$ cat config.mk
export PLATFORM = sky130hd
export DESIGN_NAME = lcd_cmd_sequencer
export DESIGN_NICKNAME = d
export VERILOG_FILES = /design/src/rtl/lcd_cmd_sequencer.sv
export SDC_FILE = /design/constraint.sdc
export NUM_CORES = 1
export LEC_CHECK = 0
export BUFFER_PORTS_ARGS = -buffer_cell sky130_fd_sc_hd__buf_4
export CAP_MARGIN = 20
export CORE_ASPECT_RATIO = 0.9
export CORE_MARGIN = 2
export CORE_UTILIZATION = 56
export CTS_CLUSTER_SIZE = 12
export DETAILED_ROUTE_END_ITERATION = 7
export PLACE_DENSITY = 0.82
export SLEW_MARGIN = 20
export SYNTH_ARGS = -nofsm -noshare
export SYNTH_HDL_FRONTEND = slang
export SYNTH_SLANG_ARGS = --single-unit
$ cat constraint.sdc
create_clock -name clk -period 3.1 [get_ports clk]
set_input_delay 0.62 -clock clk [delete_from_list [all_inputs] [get_ports clk]]
set_output_delay 0.62 -clock clk [all_outputs]
set_load 0.005 [all_outputs]
$ cat src/rtl/lcd_cmd_sequencer.sv
// Command sequencer for LCD_CTRL: buffers host edit commands in a FIFO and
// issues them one at a time with load hold-off, inter-command gap and Write lock.
module lcd_cmd_sequencer #(
    parameter int unsigned DEPTH      = 8,
    parameter int unsigned GAP_CYCLES = 1
) (
    input  logic                   clk,
    input  logic                   reset,
    input  logic [3:0]             host_cmd,
    input  logic                   host_valid,
    output logic                   host_ready,
    input  logic                   lcd_busy,
    input  logic                   lcd_done,
    output logic [3:0]             lcd_cmd,
    output logic                   lcd_cmd_valid,
    output logic [$clog2(DEPTH):0] fifo_count,
    output logic                   err_illegal,
    output logic                   seq_done
);
    localparam int unsigned AW = $clog2(DEPTH);
    localparam logic [AW:0] FULL_COUNT = DEPTH[AW:0];
    localparam logic [3:0]  GAP_LOAD   = GAP_CYCLES[3:0];

    typedef enum logic [2:0] {
        LOAD_WAIT,
        IDLE,
        GAP,
        WAIT_DONE,
        FINISHED
    } state_t;

    state_t        state, state_nxt;
    logic [3:0]    mem [DEPTH];
    logic [AW-1:0] wr_ptr, rd_ptr;
    logic [3:0]    gap_cnt, gap_cnt_nxt;
    logic [3:0]    head;
    logic          write_accepted;
    logic          fifo_full, fifo_empty;
    logic          accept, legal, push, pop;

    assign fifo_full  = (fifo_count == FULL_COUNT);
    assign fifo_empty = (fifo_count == '0);
    assign host_ready = !fifo_full && !write_accepted && (state != FINISHED);
    assign legal      = (host_cmd < 4'd12);
    assign accept     = host_valid && host_ready;
    assign push       = accept && legal;
    assign head       = mem[rd_ptr];

    always_ff @(posedge clk) begin
        if (reset) begin
            state   <= LOAD_WAIT;
            gap_cnt <= '0;
        end else begin
            state   <= state_nxt;
            gap_cnt <= gap_cnt_nxt;
        end
    end

    always_comb begin
        state_nxt   = state;
        gap_cnt_nxt = gap_cnt;
        pop         = 1'b0;
        case (state)
            LOAD_WAIT: begin
                if (!lcd_busy) state_nxt = IDLE;
            end
            IDLE: begin
                if (!fifo_empty && !lcd_busy) begin
                    pop = 1'b1;
                    if (head == 4'd0) begin
                        state_nxt = WAIT_DONE;
                    end else begin
                        state_nxt   = GAP;
                        gap_cnt_nxt = GAP_LOAD;
                    end
                end
            end
            // Counter is checked before decrementing, so GAP always lasts GAP_CYCLES+1 cycles.
            GAP: begin
                if (gap_cnt == '0) state_nxt = IDLE;
                else               gap_cnt_nxt = gap_cnt - 4'd1;
            end
            WAIT_DONE: begin
                if (lcd_done) state_nxt = FINISHED;
            end
            FINISHED: state_nxt = FINISHED;
            default:  state_nxt = LOAD_WAIT;
        endcase
    end

    always_ff @(posedge clk) begin
        if (push) mem[wr_ptr] <= host_cmd;
    end

    always_ff @(posedge clk) begin
        if (reset) begin
            wr_ptr         <= '0;
            rd_ptr         <= '0;
            fifo_count     <= '0;
            write_accepted <= 1'b0;
            lcd_cmd        <= '0;
            lcd_cmd_valid  <= 1'b0;
            err_illegal    <= 1'b0;
            seq_done       <= 1'b0;
        end else begin
            if (push) wr_ptr <= wr_ptr + 1'b1;
            if (pop)  rd_ptr <= rd_ptr + 1'b1;
            case ({push, pop})
                2'b10:   fifo_count <= fifo_count + 1'b1;
                2'b01:   fifo_count <= fifo_count - 1'b1;
                default: fifo_count <= fifo_count;
            endcase
            if (push && host_cmd == 4'd0) write_accepted <= 1'b1;
            lcd_cmd_valid <= pop;
            if (pop) lcd_cmd <= head;
            err_illegal <= accept && !legal;
            if (state == WAIT_DONE && lcd_done) seq_done <= 1'b1;
        end
    end
endmodule
==> results.yml, run 1 <==
run_status:
  status: "finished, final reports clean"
power_and_ir_drop:
  p_comb_frac: 0.104
  irDropWorstVdd_mv: 0.2541
  powerDensity_nw_per_um2: 563.5
  pwr-share-clk: 0.350
  p_leak_nw: 1.054
  power.switching_mw: 0.4078
  seqPwrFrac: 0.547
  swShare: 0.2491
  p_int_mw: 1.229
global_routing:
  grt_max_degree: 28
  grtUsageMet1: 0.2757
  grt_util_all_layers: 0.1902
  gr-total-overflow: 0
  grtUsageMet3: 0.04418
  antenna_found_initial: 0
  grt_pass1_vias: 1431
  grtUsageMet2: 0.2588
  top_usage_layer: "met1"
  grt_pass1_wl_um: 6941
clocking:
  ctsHtreeMaxLevel: 3
  cts-root-buf: "clkbuf_8"
  cts_made_buffers: 9
  cts_buffer_depth: 2
  clk_pin_slew_worst_paths_ns: 0.06
  cts_resized: 0
  postCtsHoldBufs: 0
  cts_tree: "built"
  post-cts-setup-buffer-count: 0
  clk_latency_ns: 0.33
  cts.sinks: 60
route:
  avgViaCountPerCell: 5.521
  wl_per_cell_um: 15.14
  drt_pre_antenna_iters: 4
  postRouteAntennaNets: 0
  drc_errors: 0
  via_count: 1579
  drtIter0Drc: 33
  routed_wl_um: 4330
floorplanning:
  rows: 23
  fp.dieArea_um2: 5112
  start_util: 0.5757
  die_height_um: 68.03
  io_pins: 21
  die_w_um: 75.15
  core_area_um2: 4432
critical_path:
  required_ns: 3.36
  cp_max_fo: 10
  startpoint_type: "register"
  worstSetupEndpointType: "register"
  cp.arrival_ns: 3.01
  criticalPathCategory: "register to register"
  ff2ff_setup_slack_ns: 0.35
sta:
  min_period_ns: 2.746
  worstMarginPinSlew_ns: 0.5971
  fmax_mhz: 364.1
  drv_slew: 0
  final-setup-viol-count: 0
  final-hold-violation-count: 0
  skew_ns: 0.01034
  period_share: 0.8859
  rsz0062_at_grt: "false"
  tns_ns: 0
  slew_headroom: 0.5989
synthesis:
  synth_edf_count: 32
  async_flop_share: 0
  ys_types: 41
  syn-num-nets: 210
  syn-instance-count: 194
  syn_area_um2: 2551
  seq_area_frac_synth: 0.5964
  ys_top_cells_by_area: "edfxtp_1 38%, dfxtp_1 22%, mux4_1 6.2%"
  ys_warn_count: 0
  synthFlopType: "edfxtp_1"
  synthDominantCellAreaShare: 0.3767
  ys_ff_latch: 60
  syn_area_per_cell_um2: 13.15
  yosysTopAreaCell: "edfxtp_1"
placement:
  hpwl_um: 3015
  io_buffers: 20
  place.gp.congestion: 0.7761
min_path:
  hold_class: "register to register"
layout:
  drive_gt1_frac: 0.2054
  n_fill_cell: 326
  fin_util: 0.6556
  insertedDiodeCount: 0
  most-common-layout-cells: "32 x edfxtp_1, 28 x dfxtp_1, 25 x nor2_1"
  final_nets: 235
  final_common_cell: "edfxtp_1"
  syn_to_final_growth_pct: 13.88
run:
  maxCapViolations: 0
==> power groups by stage <==
stage / Clock, mW / Sequential, mW / Combinational [mW]
finish: 0.573 / 0.895 / 0.170
global route: 0.619 / 0.899 / 0.188
global placement: 0 / 0.911 / 0.166
CTS: 0.586 / 0.895 / 0.170
detailed placement: 0 / 0.912 / 0.168
floorplan: 0 / 0.898 / 0.126
==> Yosys cell counts (4+ instances only) <==
master	count
edfxtp_1	32
dfxtp_1	28
nor2_1	25
a21oi_1	9
nand2_1	9
a211oi_1	7
ha_1	7
mux4_1	6
nor3_1	5
xor2_1	5
clkbuf_1	4
nand3_1	4
==> critical path, cell delays in order, from the launching register on <==
cell and delay (ns):
dfxtp_1 0.50, nor3b_1 0.16, a2111oi_4 0.47, nand2_1 0.21, ha_1 0.31, xor2_1 0.16, ha_1 0.18, a21oi_1 0.14
xor2_1 0.10, or3_1 0.31, a21oi_1 0.13
==> worst paths after layout <==
check | start | endpoint | depth (start not counted)
hold reg to reg | state[2] | state[0] | 1
setup reg to reg | state[0] | fifo_count[2] | 10
hold / removal | state[2] | state[0] | 1
setup / recovery | state[0] | fifo_count[2] | 10
==> state kept, by name (all words and copies together) (netlist names), 3 cells and up, named ones only <==
signal      count
fifo_count      4
gap_cnt         4
lcd_cmd         4
mem            32
rd_ptr          3
state           3
wr_ptr          3
==> logic make-up after synthesis <==
group	synth area share
muxes	0.1074
buffers and inverters	0.02795
xor gates and xnor gates	0.02403
adders and majority gates	0.03433
DFF	0.5964
and+or+nand+nor	0.1265
AOI/OAI and AO/OA	0.08338
==> routing by layer <==
layer  wire length (um)  up-vias
met5                  0        -
met4                 87        0
met3                129        7
met2               1909       31
met1               2203      759
li1                   -      782
==> through the flow <==
step                cell area, um2  setup slack [ns]  std cells  power, mW  hold WS (ns)
global placement              2745            0.4365        270      1.077        0.4463
detailed placement            2745            0.3576        270      1.081        0.4546
CTS                           2905            0.3695        286      1.651        0.4693
finish                        2905            0.3537        286      1.637        0.4673
global route                  2905            0.1058        286      1.706        0.4945
floorplan                     2551            0.4472        194      1.025        0.4255
==> cell type report <==
type | count | area [um2] | area share
Multi-Input combinational cell | 121 | 958.4 | 0.3299
Tap cell | 62 | 77.57 | 0.02670
Clock inverter | 6 | 32.53 | 0.01120
Sequential cell | 60 | 1521 | 0.5237
Clock buffer | 10 | 127.6 | 0.04393
Timing Repair Buffer | 23 | 172.7 | 0.05943
Inverter | 4 | 15.01 | 0.005168
No activity file was read; power rests on OpenSTA's default activity.
==> run 2, diff against run 1 <==
--- a/config.mk
+++ b/config.mk
@@ -10,6 +10,7 @@
 export CORE_ASPECT_RATIO = 0.9
 export CORE_MARGIN = 2
 export CORE_UTILIZATION = 56
+export CTS_BUF_LIST = sky130_fd_sc_hd__clkbuf_4 sky130_fd_sc_hd__clkbuf_8 sky130_fd_sc_hd__clkbuf_16
 export CTS_CLUSTER_SIZE = 12
 export DETAILED_ROUTE_END_ITERATION = 7
 export PLACE_DENSITY = 0.82
==> run 2 against run 1 <==
  * Critical path depth unchanged
  * Count of clock-buffer cells in the layout did not move
  * Sequential share of layout area down 0.068 points
  * Global-route usage rose by 0.095 points
  * Flip-flop and latch count did not move
  * Worst setup slack better by 0.0039 ns
  * Core utilization rose by 0.085 points
  * Largest cell class unchanged
==> results.yml, run 2 (synthesized netlist as in run 1, its figures left out) <==
run_status:
  status: "finished, final reports clean"
placement:
  io_buffers: 20
  place.gp.congestion: 0.7761
  hpwl_um: 3015
  placed_area_um2: 2745
layout:
  ff_latch_area_um2: 1521
  drive_gt1_frac: 0.2098
  largest_reg_flops: 32
  n_fill_cell: 325
  most-common-layout-cells: "32 x edfxtp_1, 28 x dfxtp_1, 25 x nor2_1"
  syn_to_final_growth_pct: 14.03
  final_nets: 235
  design_area_um2: 2909
  regMostFlops: "mem"
  multi_input_area_um2: 958.4
  final_common_cell: "edfxtp_1"
  insertedDiodeCount: 0
route:
  met3WireLength_um: 171
  routed_wl_um: 4360
  highest_layer: "met4"
  drt_pre_antenna_iters: 4
  wl_per_cell_um: 15.24
  wl_met2_um: 1902
  drtIter0Drc: 44
  via_count: 1591
  postRouteAntennaNets: 0
  drc_errors: 0
  avgViaCountPerCell: 5.563
  wl_met1_um: 2142
sta:
  fmax_mhz: 364.7
  rsz0062_at_grt: "false"
  final-hold-violation-count: 0
  holdWs_ns: 0.4678
  period_share: 0.8846
  final-setup-viol-count: 0
  skew_ns: 0.01116
  drv_slew: 0
  worstMarginPinSlew_ns: 0.5904
  slew_headroom: 0.6034
  min_period_ns: 2.742
  tns_ns: 0
global_routing:
  antenna_found_initial: 0
  grt_pass1_wl_um: 6962
  gr-total-overflow: 0
  grt_pass1_vias: 1443
  grt_max_degree: 28
  grt_util_all_layers: 0.1911
clocking:
  cts_made_buffers: 9
  post-cts-setup-buffer-count: 0
  cts.sinks: 60
  ctsHtreeMaxLevel: 3
  cts_resized: 0
  clk_pin_slew_worst_paths_ns: 0.06
  cts_tree: "built"
  clk_latency_ns: 0.33
  cts_buffer_depth: 2
  cts-root-buf: "clkbuf_8"
  postCtsHoldBufs: 0
floorplanning:
  fp.dieArea_um2: 5112
  die_height_um: 68.03
  rows: 23
  die_w_um: 75.15
  io_pins: 21
  start_util: 0.5757
  core_area_um2: 4432
critical_path:
  startpoint_type: "register"
  criticalPathCategory: "register to register"
  worstSetupEndpointType: "register"
  cp_max_fo: 10
  required_ns: 3.36
  cp.arrival_ns: 3.00
power_and_ir_drop:
  powerDensity_nw_per_um2: 566.4
  power_mw: 1.648
  irDropWorstVdd_mv: 0.2563
  p_leak_nw: 1.058
run:
  maxCapViolations: 0
min_path:
  hold_class: "register to register"
[run 2: changes by cell type in the layout (fill, tap and decap cells not counted)]
| cell | before | now |
|---|---|---|
| clkbuf_1 | 1 | 0 |
| clkbuf_4 | 0 | 1 |
[run 2: through the flow]
step                utilization  cells  worst slack, ns
finish                   0.6564    286           0.3577
global route             0.6564    286           0.1058
CTS                      0.6564    286           0.3695
detailed placement       0.6194    270           0.3576
global placement         0.6194    270           0.4365
floorplan                     -    194           0.4472
[run 2: area by class of cell]
| class | instances | share of cell area |
|---|---|---|
| clock inverters | 6 | 0.01118 |
| clock buffers | 10 | 0.04516 |
| inverters | 4 | 0.005161 |
| repair buffers | 23 | 0.05935 |
| multi-input cells | 121 | 0.3295 |
| well taps | 62 | 0.02667 |
| flip-flops and latches | 60 | 0.5230 |
[run 2: path summary, 6_finish.rpt]
kind | cells past startpoint | slack (ns) | from | to
max | 10 | 0.36 | state[0] | fifo_count[2]
min | 1 | 0.47 | state[2] | state[0]
max reg2reg | 10 | 0.36 | state[0] | fifo_count[2]
min reg2reg | 1 | 0.47 | state[2] | state[0]
[run 2: worst max-delay path, cell delays in order (launching register included)]
cell	delay, ns
dfxtp_1	0.50
nor3b_1	0.16
a2111oi_4	0.47
nand2_1	0.21
ha_1	0.31
xor2_1	0.16
ha_1	0.18
a21oi_1	0.14
xor2_1	0.10
or3_1	0.31
a21oi_1	0.13
[run 2: per-layer routing]
metal  global-route usage  vias to the layer above
met1               0.2747                      754
li1                     -                      780
met2               0.2599                       45
met4               0.1228                        0
met5                    0                        -
met3              0.04418                       12
[run 2: where the power goes]
group / total [mW] / internal (mW) / switching, mW
Clock: 0.583 / 0.291 / 0.292
Sequential: 0.895 / 0.865 / 0.0301
Combinational: 0.170 / 0.0822 / 0.0873
